--- src/rtl/pipeline_stage_reg.sv ---
// -----------------------------------------------------------------------------
// pipeline_stage_reg
//
// Purpose:
//   Valid/ready pipeline register between two processor pipeline stages. It
//   carries a datapath payload (PC, operands, immediate) and a control payload
//   (ALU op, selects, mem/reg enables). It supports a global STALL freeze and a
//   FLUSH that discards every held entry.
//
//   SKID = 1 : two-entry skid buffer (main register plus skid register).
//              IN_READY comes from a register, so there is no combinational
//              path from OUT_READY to IN_READY.
//   SKID = 0 : single register. IN_READY passes OUT_READY through
//              combinationally. At most one entry is held.
//
// Parameters:
//   DATA_W  width of the datapath payload
//   CTRL_W  width of the control payload
//   SKID    1 = skid buffer, 0 = single register with ready pass-through
//
// Ports:
//   CLK        in   clock; all state changes on its rising edge
//   RESET      in   synchronous, active-high reset
//   IN_VALID   in   upstream presents a valid entry
//   IN_READY   out  stage accepts an entry this cycle
//   IN_DATA    in   upstream datapath payload
//   IN_CTRL    in   upstream control payload
//   STALL      in   global freeze; no transfer on either side
//   FLUSH      in   discard all held entries
//   OUT_VALID  out  head entry valid
//   OUT_READY  in   downstream accepts the head entry
//   OUT_DATA   out  head datapath payload
//   OUT_CTRL   out  head control payload; zero when OUT_VALID = 0
//   OCCUPANCY  out  number of held entries (0..2)
// -----------------------------------------------------------------------------
module pipeline_stage_reg #(
    parameter int DATA_W = 96,
    parameter int CTRL_W = 24,
    parameter int SKID   = 1
) (
    input  logic              CLK,
    input  logic              RESET,
    input  logic              IN_VALID,
    output logic              IN_READY,
    input  logic [DATA_W-1:0] IN_DATA,
    input  logic [CTRL_W-1:0] IN_CTRL,
    input  logic              STALL,
    input  logic              FLUSH,
    output logic              OUT_VALID,
    input  logic              OUT_READY,
    output logic [DATA_W-1:0] OUT_DATA,
    output logic [CTRL_W-1:0] OUT_CTRL,
    output logic [1:0]        OCCUPANCY
);

    // The state encoding is also the entry count, so it drives OCCUPANCY directly.
    typedef enum logic [1:0] {
        ST_EMPTY = 2'd0,
        ST_ONE   = 2'd1,
        ST_TWO   = 2'd2
    } state_t;

    state_t              state_q;
    state_t              state_d;
    logic                in_ready_q;
    logic [DATA_W-1:0]   data_q;
    logic [CTRL_W-1:0]   ctrl_q;
    logic [DATA_W-1:0]   skid_data_q;
    logic [CTRL_W-1:0]   skid_ctrl_q;

    logic                out_valid;
    logic                accept;
    logic                pop;

    assign out_valid = (state_q != ST_EMPTY);
    assign accept    = IN_VALID && IN_READY;
    assign pop       = out_valid && OUT_READY && !STALL;

    // STALL and RESET gate IN_READY combinationally in both modes. RESET is
    // included so that the stage never advertises readiness while held in reset.
    generate
        if (SKID != 0) begin : g_skid
            assign IN_READY = in_ready_q && !STALL && !RESET;
        end else begin : g_noskid
            assign IN_READY = (!out_valid || OUT_READY) && !STALL && !RESET;
        end
    endgenerate

    // Next state. FLUSH and RESET override this in the register block.
    always_comb begin
        state_d = state_q;
        case (state_q)
            ST_EMPTY: begin
                if (accept) state_d = ST_ONE;
            end
            ST_ONE: begin
                // Without a skid register, accepting in ONE implies a pop.
                if (accept && !pop && (SKID != 0)) state_d = ST_TWO;
                else if (pop && !accept)           state_d = ST_EMPTY;
            end
            ST_TWO: begin
                if (pop) state_d = ST_ONE;
            end
            default: state_d = ST_EMPTY;
        endcase
    end

    always_ff @(posedge CLK) begin
        if (RESET) begin
            state_q     <= ST_EMPTY;
            in_ready_q  <= 1'b1;
            data_q      <= '0;
            ctrl_q      <= '0;
            skid_data_q <= '0;
            skid_ctrl_q <= '0;
        end else if (FLUSH) begin
            // Payload registers keep their old contents. OUT_CTRL is masked while empty.
            state_q    <= ST_EMPTY;
            in_ready_q <= 1'b1;
        end else begin
            state_q    <= state_d;
            in_ready_q <= (state_d != ST_TWO);
            case (state_q)
                ST_EMPTY: begin
                    if (accept) begin
                        data_q <= IN_DATA;
                        ctrl_q <= IN_CTRL;
                    end
                end
                ST_ONE: begin
                    if (accept && pop) begin
                        data_q <= IN_DATA;
                        ctrl_q <= IN_CTRL;
                    end else if (accept) begin
                        skid_data_q <= IN_DATA;
                        skid_ctrl_q <= IN_CTRL;
                    end
                end
                ST_TWO: begin
                    // The main register drains, so the skid entry becomes the head.
                    if (pop) begin
                        data_q <= skid_data_q;
                        ctrl_q <= skid_ctrl_q;
                    end
                end
                default: ;
            endcase
        end
    end

    assign OUT_VALID = out_valid;
    assign OUT_DATA  = data_q;
    assign OUT_CTRL  = out_valid ? ctrl_q : '0;
    assign OCCUPANCY = state_q;

endmodule

--- config.mk ---
export PLATFORM = sky130hd
export DESIGN_NAME = pipeline_stage_reg
export DESIGN_NICKNAME = d
export VERILOG_FILES = /design/src/rtl/pipeline_stage_reg.sv
export SDC_FILE = /design/constraint.sdc
export NUM_CORES = 1
export LEC_CHECK = 0
export BUFFER_PORTS_ARGS = -buffer_cell sky130_fd_sc_hd__buf_2
export CORE_ASPECT_RATIO = 1.1
export CORE_MARGIN = 2
export CORE_UTILIZATION = 50
export DETAILED_ROUTE_END_ITERATION = 10
export GPL_TIMING_DRIVEN = 0
export PLACE_DENSITY = 0.88
export RECOVER_POWER = 100
export SETUP_SLACK_MARGIN = 0.2
export SLEW_MARGIN = 20
export SYNTH_ARGS = -nofsm -noshare
export SYNTH_HDL_FRONTEND = slang
export SYNTH_SLANG_ARGS = --single-unit
--- constraint.sdc ---
create_clock -name CLK -period 1.9 [get_ports CLK]
set_input_delay 0.19 -clock CLK [delete_from_list [all_inputs] [get_ports CLK]]
set_output_delay 0.19 -clock CLK [all_outputs]
set_load 0.02 [all_outputs]
==> results of run 1 <==
-- cell type report --
class	count	area [sq um]	area share (%)
Sequential cell	243	4870	33.1
Multi-Input combinational cell	764	4830	32.8
Timing Repair Buffer	406	2950	20.0
Buffer	95	892	6.05
Clock buffer	42	812	5.51
Tap cell	247	309	2.10
Clock inverter	5	56.3	0.382
Antenna cell	5	12.5	0.0849
Inverter	2	7.51	0.0509
-- what timing repair did --
item	CTS	global route
pin swaps	33	51
hold buffers	121	0
cloned	5	12
buffers inserted	15	5
resized for setup	139	202
endpoints found under the setup margin	268	260
hold endpoints to repair	123	0
-- cells by family (layout without fill, tap and decap cells) --
group / after synthesis / after routing / synth area share [%]
and+or+nand+nor: 400 / 400 / 16.8
AOI/OAI and AO/OA: 244 / 244 / 16.0
DFF: 243 / 243 / 50.2
muxes: 120 / 120 / 12.4
buffers and inverters: 97 / 550 / 4.61
other: 0 / 5 / 0
-- placed cells by master (no fill, tap or decap), types with 2 or more instances in the layout --
cell and count:
clkbuf_16 38, nor2_4 6, a21oi_2 2, buf_4 17, clkbuf_2 13, buf_6 30
mux2i_1 117, a211oi_1 60, mux2i_2 2, clkbuf_8 8, dlygate4sd3_1 121, diode_2 5
buf_8 16, nor2_1 102, buf_16 5, nor2_2 15, nand2_1 240, nand2b_1 2
dfxtp_4 2, inv_1 2, buf_12 10, a21oi_1 118, clkbuf_4 3, dfxtp_1 240
clkinv_2 2, clkbuf_1 132, buf_2 150, a211oi_2 60, nor2b_1 25
-- Yosys cell counts, drive strengths merged --
master and n:
nand4bb 1, or3b 1, o31a 1, nand4 1, clkbuf 47, mux2i 120
a211oi 121, nand2b 3, inv 2, nand3 1, and3b 1, dfxtp 243
a21oi 120, o21ai 1, and4 1, o32ai 1, nor4bb 1, nor2b 25
or2 1, nand2 240, buf 48, nor2 123, nor3b 1
-- routing by layer --
metal | GRT usage, % | share of wire, % | vias to the layer above | routed length [microns]
li1 | - | - | 4658 | -
met1 | 35.7 | 36 | 4984 | 13800
met2 | 55.7 | 50 | 687 | 19200
met3 | 6.50 | 6.9 | 259 | 2660
met4 | 20.4 | 7.6 | 0 | 2930
met5 | 0 | 0 | - | 0
-- power breakdown --
group          switching, mW  total (mW)  internal [mW]  leakage [nW]
Combinational          0.666        1.21          0.549          3.83
Sequential            0.0669        5.26           5.19          1.97
Clock                   2.12        5.18           3.05         0.425
-- stage by stage --
stage / hold WS (ns) / worst slack (ns) / setup TNS, ns / std cells / total power [mW]
floorplan: 0.326 / 0.223 / 0 / 1104 / 5.77
global route: 0.149 / 0.0362 / 0 / 1809 / 11.9
CTS: 0.0615 / 0.114 / 0 / 1787 / 11.4
global placement: 0.440 / -0.453 / -64.98 / 1599 / 6.10
detailed placement: 0.446 / -0.435 / -64.77 / 1599 / 6.12
finish: 0.110 / 0.0432 / 0 / 1809 / 11.6
-- how the worst min path moves through the flow --
stage                                             from                            to  cells past startpoint
after floorplan                             IN_CTRL[0]   skid_ctrl_q[0]$_SDFFE_PP0P_                      2
after global placement    skid_data_q[46]$_SDFFE_PP0P_  skid_data_q[46]$_SDFFE_PP0P_                      2
after detailed placement  skid_data_q[20]$_SDFFE_PP0P_  skid_data_q[20]$_SDFFE_PP0P_                      2
after CTS                                    OUT_READY         in_ready_q$_SDFF_PP1_                      3
after global routing                         OUT_READY         in_ready_q$_SDFF_PP1_                      3
final                                        OUT_READY         in_ready_q$_SDFF_PP1_                      3
-- flip-flops by register name, summed over array words and instances (netlist names) --
register,count
OCCUPANCY,2
OUT_DATA,96
ctrl_q,24
in_ready_q,1
skid_ctrl_q,24
skid_data_q,96
-- worst max-delay path, cell delays in order (launching register included) --
cell,delay [ns]
dfxtp_4,0.37
or2_4,0.26
o32ai_4,0.23
buf_6,0.15
clkbuf_2,0.22
buf_12,0.18
buf_6,0.18
a211oi_1,0.10
==> flow_summary.toml, run 1 <==
[clocking]
htreeDepth = 1
numCtsBuffers = 26
clockBufferDepth = 3
clk_latency_ns = 0.53
cts_tree = "yes"
cts_sinks = 243
clockRootBuffer = "clkbuf_16"
cts.clk_slew.worst_paths_ns = 0.06

[route]
num_vias = 10600
ant_nets = 0
wirelength_mm = 38.6
routed_via_density = 5.85
drt-initial-drc-count = 776
wire_per_inst_microns = 21.3
dr.pass1.iters = 5
drc = 0

[logic_synthesis]
synth_area_sq_um = 9690
yosysTopAreaCell = "dfxtp_1"
synth-seq-cells = 243
synth_fp_nets = 1230
ys_seq_area_share_pct = 50.2
ys_types = 24
syn_avg_cell_area_sq_um = 8.78
syn_inst = 1104
yosys_warnings = 0
synth_area_leaders = "dfxtp_1 (50%), mux2i_1 (12%), a211oi_1 (9.4%), nand2_1 (9.3%), a21oi_1 (6.2%)"
synth_top_area_share_pct = 50.2

[die]
io_pins = 250
rows = 53
die_w_microns = 137
dieArea_sq_um = 20500
start_util_pct = 50.9
core-area_sq_um = 19000
die_h_microns = 150

[setup_path]
r2r_cells = 7
reg2reg_slack_ns = 0.04
reg2reg_from = "OCCUPANCY[1]$_SDFF_PP0_"
r2r_end = "OUT_DATA[25]$_SDFFE_PP0P_"
worstSetupEndpoint = "OUT_DATA[25]$_SDFFE_PP0P_"
cp.required_ns = 2.26
crit_start = "OCCUPANCY[1]$_SDFF_PP0_"
cp-start-kind = "flop"
crit_fanout = 10
critPathCaptureType = "flop"
arrival_ns = 2.22
crit_type = "reg2reg"

[layout]
drive_gt1_share_pct = 25.2
fin_nets = 1664
fillCellCount = 1166
final_cell_area_sq_um = 14700
syn2layout_area_growth_pct = 52.1
finish.utilization_pct = 77.4

[placement]
io_buffers = 248
dp.final_hpwl_mm = 18.9
place_congestion = 0.872
dpl-instance-area_sq_um = 11200

[sta]
finalSetupViolations = 0
worstMarginPinSlew_ns = 0.818
finalHoldViolations = 0
period_share_pct = 97.7
slew_headroom_pct = 45.5
fin_skew_ns = 0.0121
fin_crit_ns = 1.86
drv_slew = 0
rsz0062_at_grt = "true"
fmax_ghz = 0.539

[global_routing]
grt_pass1_vias = 10300
grt_max_degree = 14
grt_use_total_pct = 32.1
grt.overflow.total = 0
grt_pass1_wl_mm = 52.2
grt_antenna_before_repair = 5

[status]
outcome = "finished, final reports clean"

[power]
p_leak_nw = 6.22
ir_drop_mv = 0.678
p_per_area_nw_per_um2 = 790

[run]
drv_cap = 0

[worst_hold_path]
min_path_type = "in2reg"
Note: power is estimated with default switching activity, not from simulation.
==> run 2, diff against run 1 <==
Settings changed: ABC_CLOCK_PERIOD_IN_PS from default to 1900, CORE_ASPECT_RATIO 1.1 to 0.7.
==> run 2 against run 1 <==
  * Routed wire length increased by 3.9%
  * Largest power group unchanged
  * Final area increased by 2.7%
  * Core utilization increased by 2.3 points
  * The run now ends with setup timing left
==> flow_summary.toml, run 2 (same netlist as run 1, synthesis figures left out) <==
[status]
outcome = "complete, but fails checks"
violations = "setup timing"

[power]
p_per_area_nw_per_um2 = 756
p_comb_share_pct = 10.7
p_clk_share_pct = 43.3
p_int_mw = 8.57
p_seq_share_pct = 46.0
p_sw_share_pct = 25.0
netSwitchingPower_mw = 2.86
p_leak_nw = 6.26
ir_drop_mv = 0.784
totalPowerFinal_mw = 11.4

[placement]
place_congestion = 0.827
io_buffers = 248
dp.final_hpwl_mm = 19.4

[route]
num_vias = 10700
routed_via_density = 5.90
wire_per_inst_microns = 22.2
drc = 0
dr.pass1.iters = 7
drt-initial-drc-count = 1072
wirelength_mm = 40.1
ant_nets = 0

[clocking]
cts_tree = "yes"
numCtsBuffers = 23
cts_sinks = 243
clockRootBuffer = "clkbuf_16"
htreeDepth = 1
clockBufferDepth = 3
cts.clk_slew.worst_paths_ns = 0.07
clk_latency_ns = 0.51

[sta]
worstMarginPinSlew_ns = 0.797
fmax_ghz = 0.511
finalHoldViolations = 0
drv_slew = 0
setup_ws_ns = -0.0586
slew_headroom_pct = 46.9
rsz0062_at_grt = "true"
fin_skew_ns = 0.0209
finalSetupViolations = 1
fin_crit_ns = 1.96
fin_hold_ws_ns = 0.0774
period_share_pct = 103

[layout]
fin_nets = 1655
fillCellCount = 1089
final_common_cell = "dfxtp_1"
mostFrequentLayoutCells = "dfxtp_1 (240), nand2_1 (216), buf_2 (132)"
n_antenna_cell = 0
syn2layout_area_growth_pct = 56.1
drive_gt1_share_pct = 30.2

[setup_path]
critPathCaptureType = "flop"
r2r_cells = 9
reg2reg_from = "OCCUPANCY[1]$_SDFF_PP0_"
cp.required_ns = 2.26
crit_fanout = 10
cp-start-kind = "flop"
arrival_ns = 2.32
reg2reg_slack_ns = -0.06
r2r_end = "ctrl_q[9]$_SDFFE_PP0P_"
crit_type = "reg2reg"

[die]
die_h_microns = 120
core-area_sq_um = 19000
rows = 42
io_pins = 250
dieArea_sq_um = 20500
start_util_pct = 51.1
die_w_microns = 170

[global_routing]
grt.overflow.total = 0
grt_pass1_wl_mm = 51.6
grt_use_total_pct = 31.6
grt_antenna_before_repair = 0
grt_pass1_vias = 10100
grt_max_degree = 16

[worst_hold_path]
hold_path_startpoint = "OUT_READY"
worstHoldEndpoint = "in_ready_q$_SDFF_PP1_"
min_path_type = "in2reg"
worstHoldPathCells = 3

[run]
drv_cap = 0
-- run 2: worst max-delay path by stage --
stage | startpoint | endpoint | slack (ns) | cells after the start
after floorplan | OCCUPANCY[0]$_SDFF_PP0_ | OCCUPANCY[0]$_SDFF_PP0_ | 0.22 | 6
after global placement | RESET | ctrl_q[20]$_SDFFE_PP0P_ | -0.39 | 6
after detailed placement | RESET | OUT_DATA[93]$_SDFFE_PP0P_ | -0.48 | 6
after CTS | OCCUPANCY[1]$_SDFF_PP0_ | OUT_DATA[10]$_SDFFE_PP0P_ | 0.09 | 8
after global routing | OCCUPANCY[1]$_SDFF_PP0_ | OUT_DATA[35]$_SDFFE_PP0P_ | -0.02 | 10
final | OCCUPANCY[1]$_SDFF_PP0_ | ctrl_q[9]$_SDFFE_PP0P_ | -0.06 | 9
-- run 2: area by class of cell --
class / count / area, sq um / share of cell area [%]
multi-input cells: 764 / 5260 / 34.7
flip-flops and latches: 243 / 4870 / 32.2
repair buffers: 400 / 2980 / 19.7
plain buffers: 95 / 885 / 5.85
clock buffers: 34 / 707 / 4.67
well taps: 264 / 330 / 2.18
clock inverters: 7 / 90.1 / 0.595
inverters: 2 / 10.0 / 0.0662
-- run 2: worst max-delay path: stages (launching register included) --
cell and delay, ns:
dfxtp_4 0.40, buf_4 0.14, nand2b_1 0.06, buf_6 0.14
o32ai_4 0.14, buf_6 0.17, buf_12 0.17, buf_8 0.15
nor2_1 0.06, a211oi_1 0.36
-- run 2: metrics by stage --
step / instance area, sq um / setup TNS, ns / setup slack (ns) / util [%] / instances
after floorplan: 9690 / 0 / 0.223 / - / 1104
after detailed placement: 11300 / -62.33 / -0.482 / 59.4 / 1616
after global routing: 15100 / -0.0751 / -0.0237 / 79.7 / 1809
final: 15100 / -0.0586 / -0.0586 / 79.7 / 1809
after global placement: 11300 / -56.10 / -0.395 / 59.4 / 1616
after CTS: 14100 / 0 / 0.0944 / 74.3 / 1796
-- run 2: routing by layer --
metal / vias to the layer above / global-route usage [%] / part of all wire, %
met5: - / 0 / 0
met4: 0 / 10.9 / 5.6
met3: 202 / 6.09 / 9.5
met2: 814 / 55.3 / 48
met1: 5024 / 39.1 / 37
li1: 4637 / - / -
-- run 2: repair_timing --
action                     in CTS  in global routing
resized for setup             176                279
pin swaps                      30                 61
hold buffers                  121                  0
hold endpoints to repair      122                  0
cloned                          6                  9
setup buffers                  12                  4
setup endpoints to repair     268                263
-- run 2: power by group through the flow --
| stage | Combinational (mW) | Clock, mW | Sequential, mW |
|---|---|---|---|
| after floorplan | 0.329 | 0 | 5.44 |
| after global placement | 0.749 | 0 | 5.35 |
| after detailed placement | 0.769 | 0 | 5.36 |
| after CTS | 1.07 | 4.83 | 5.25 |
| after global routing | 1.28 | 5.10 | 5.26 |
| final | 1.23 | 4.95 | 5.26 |
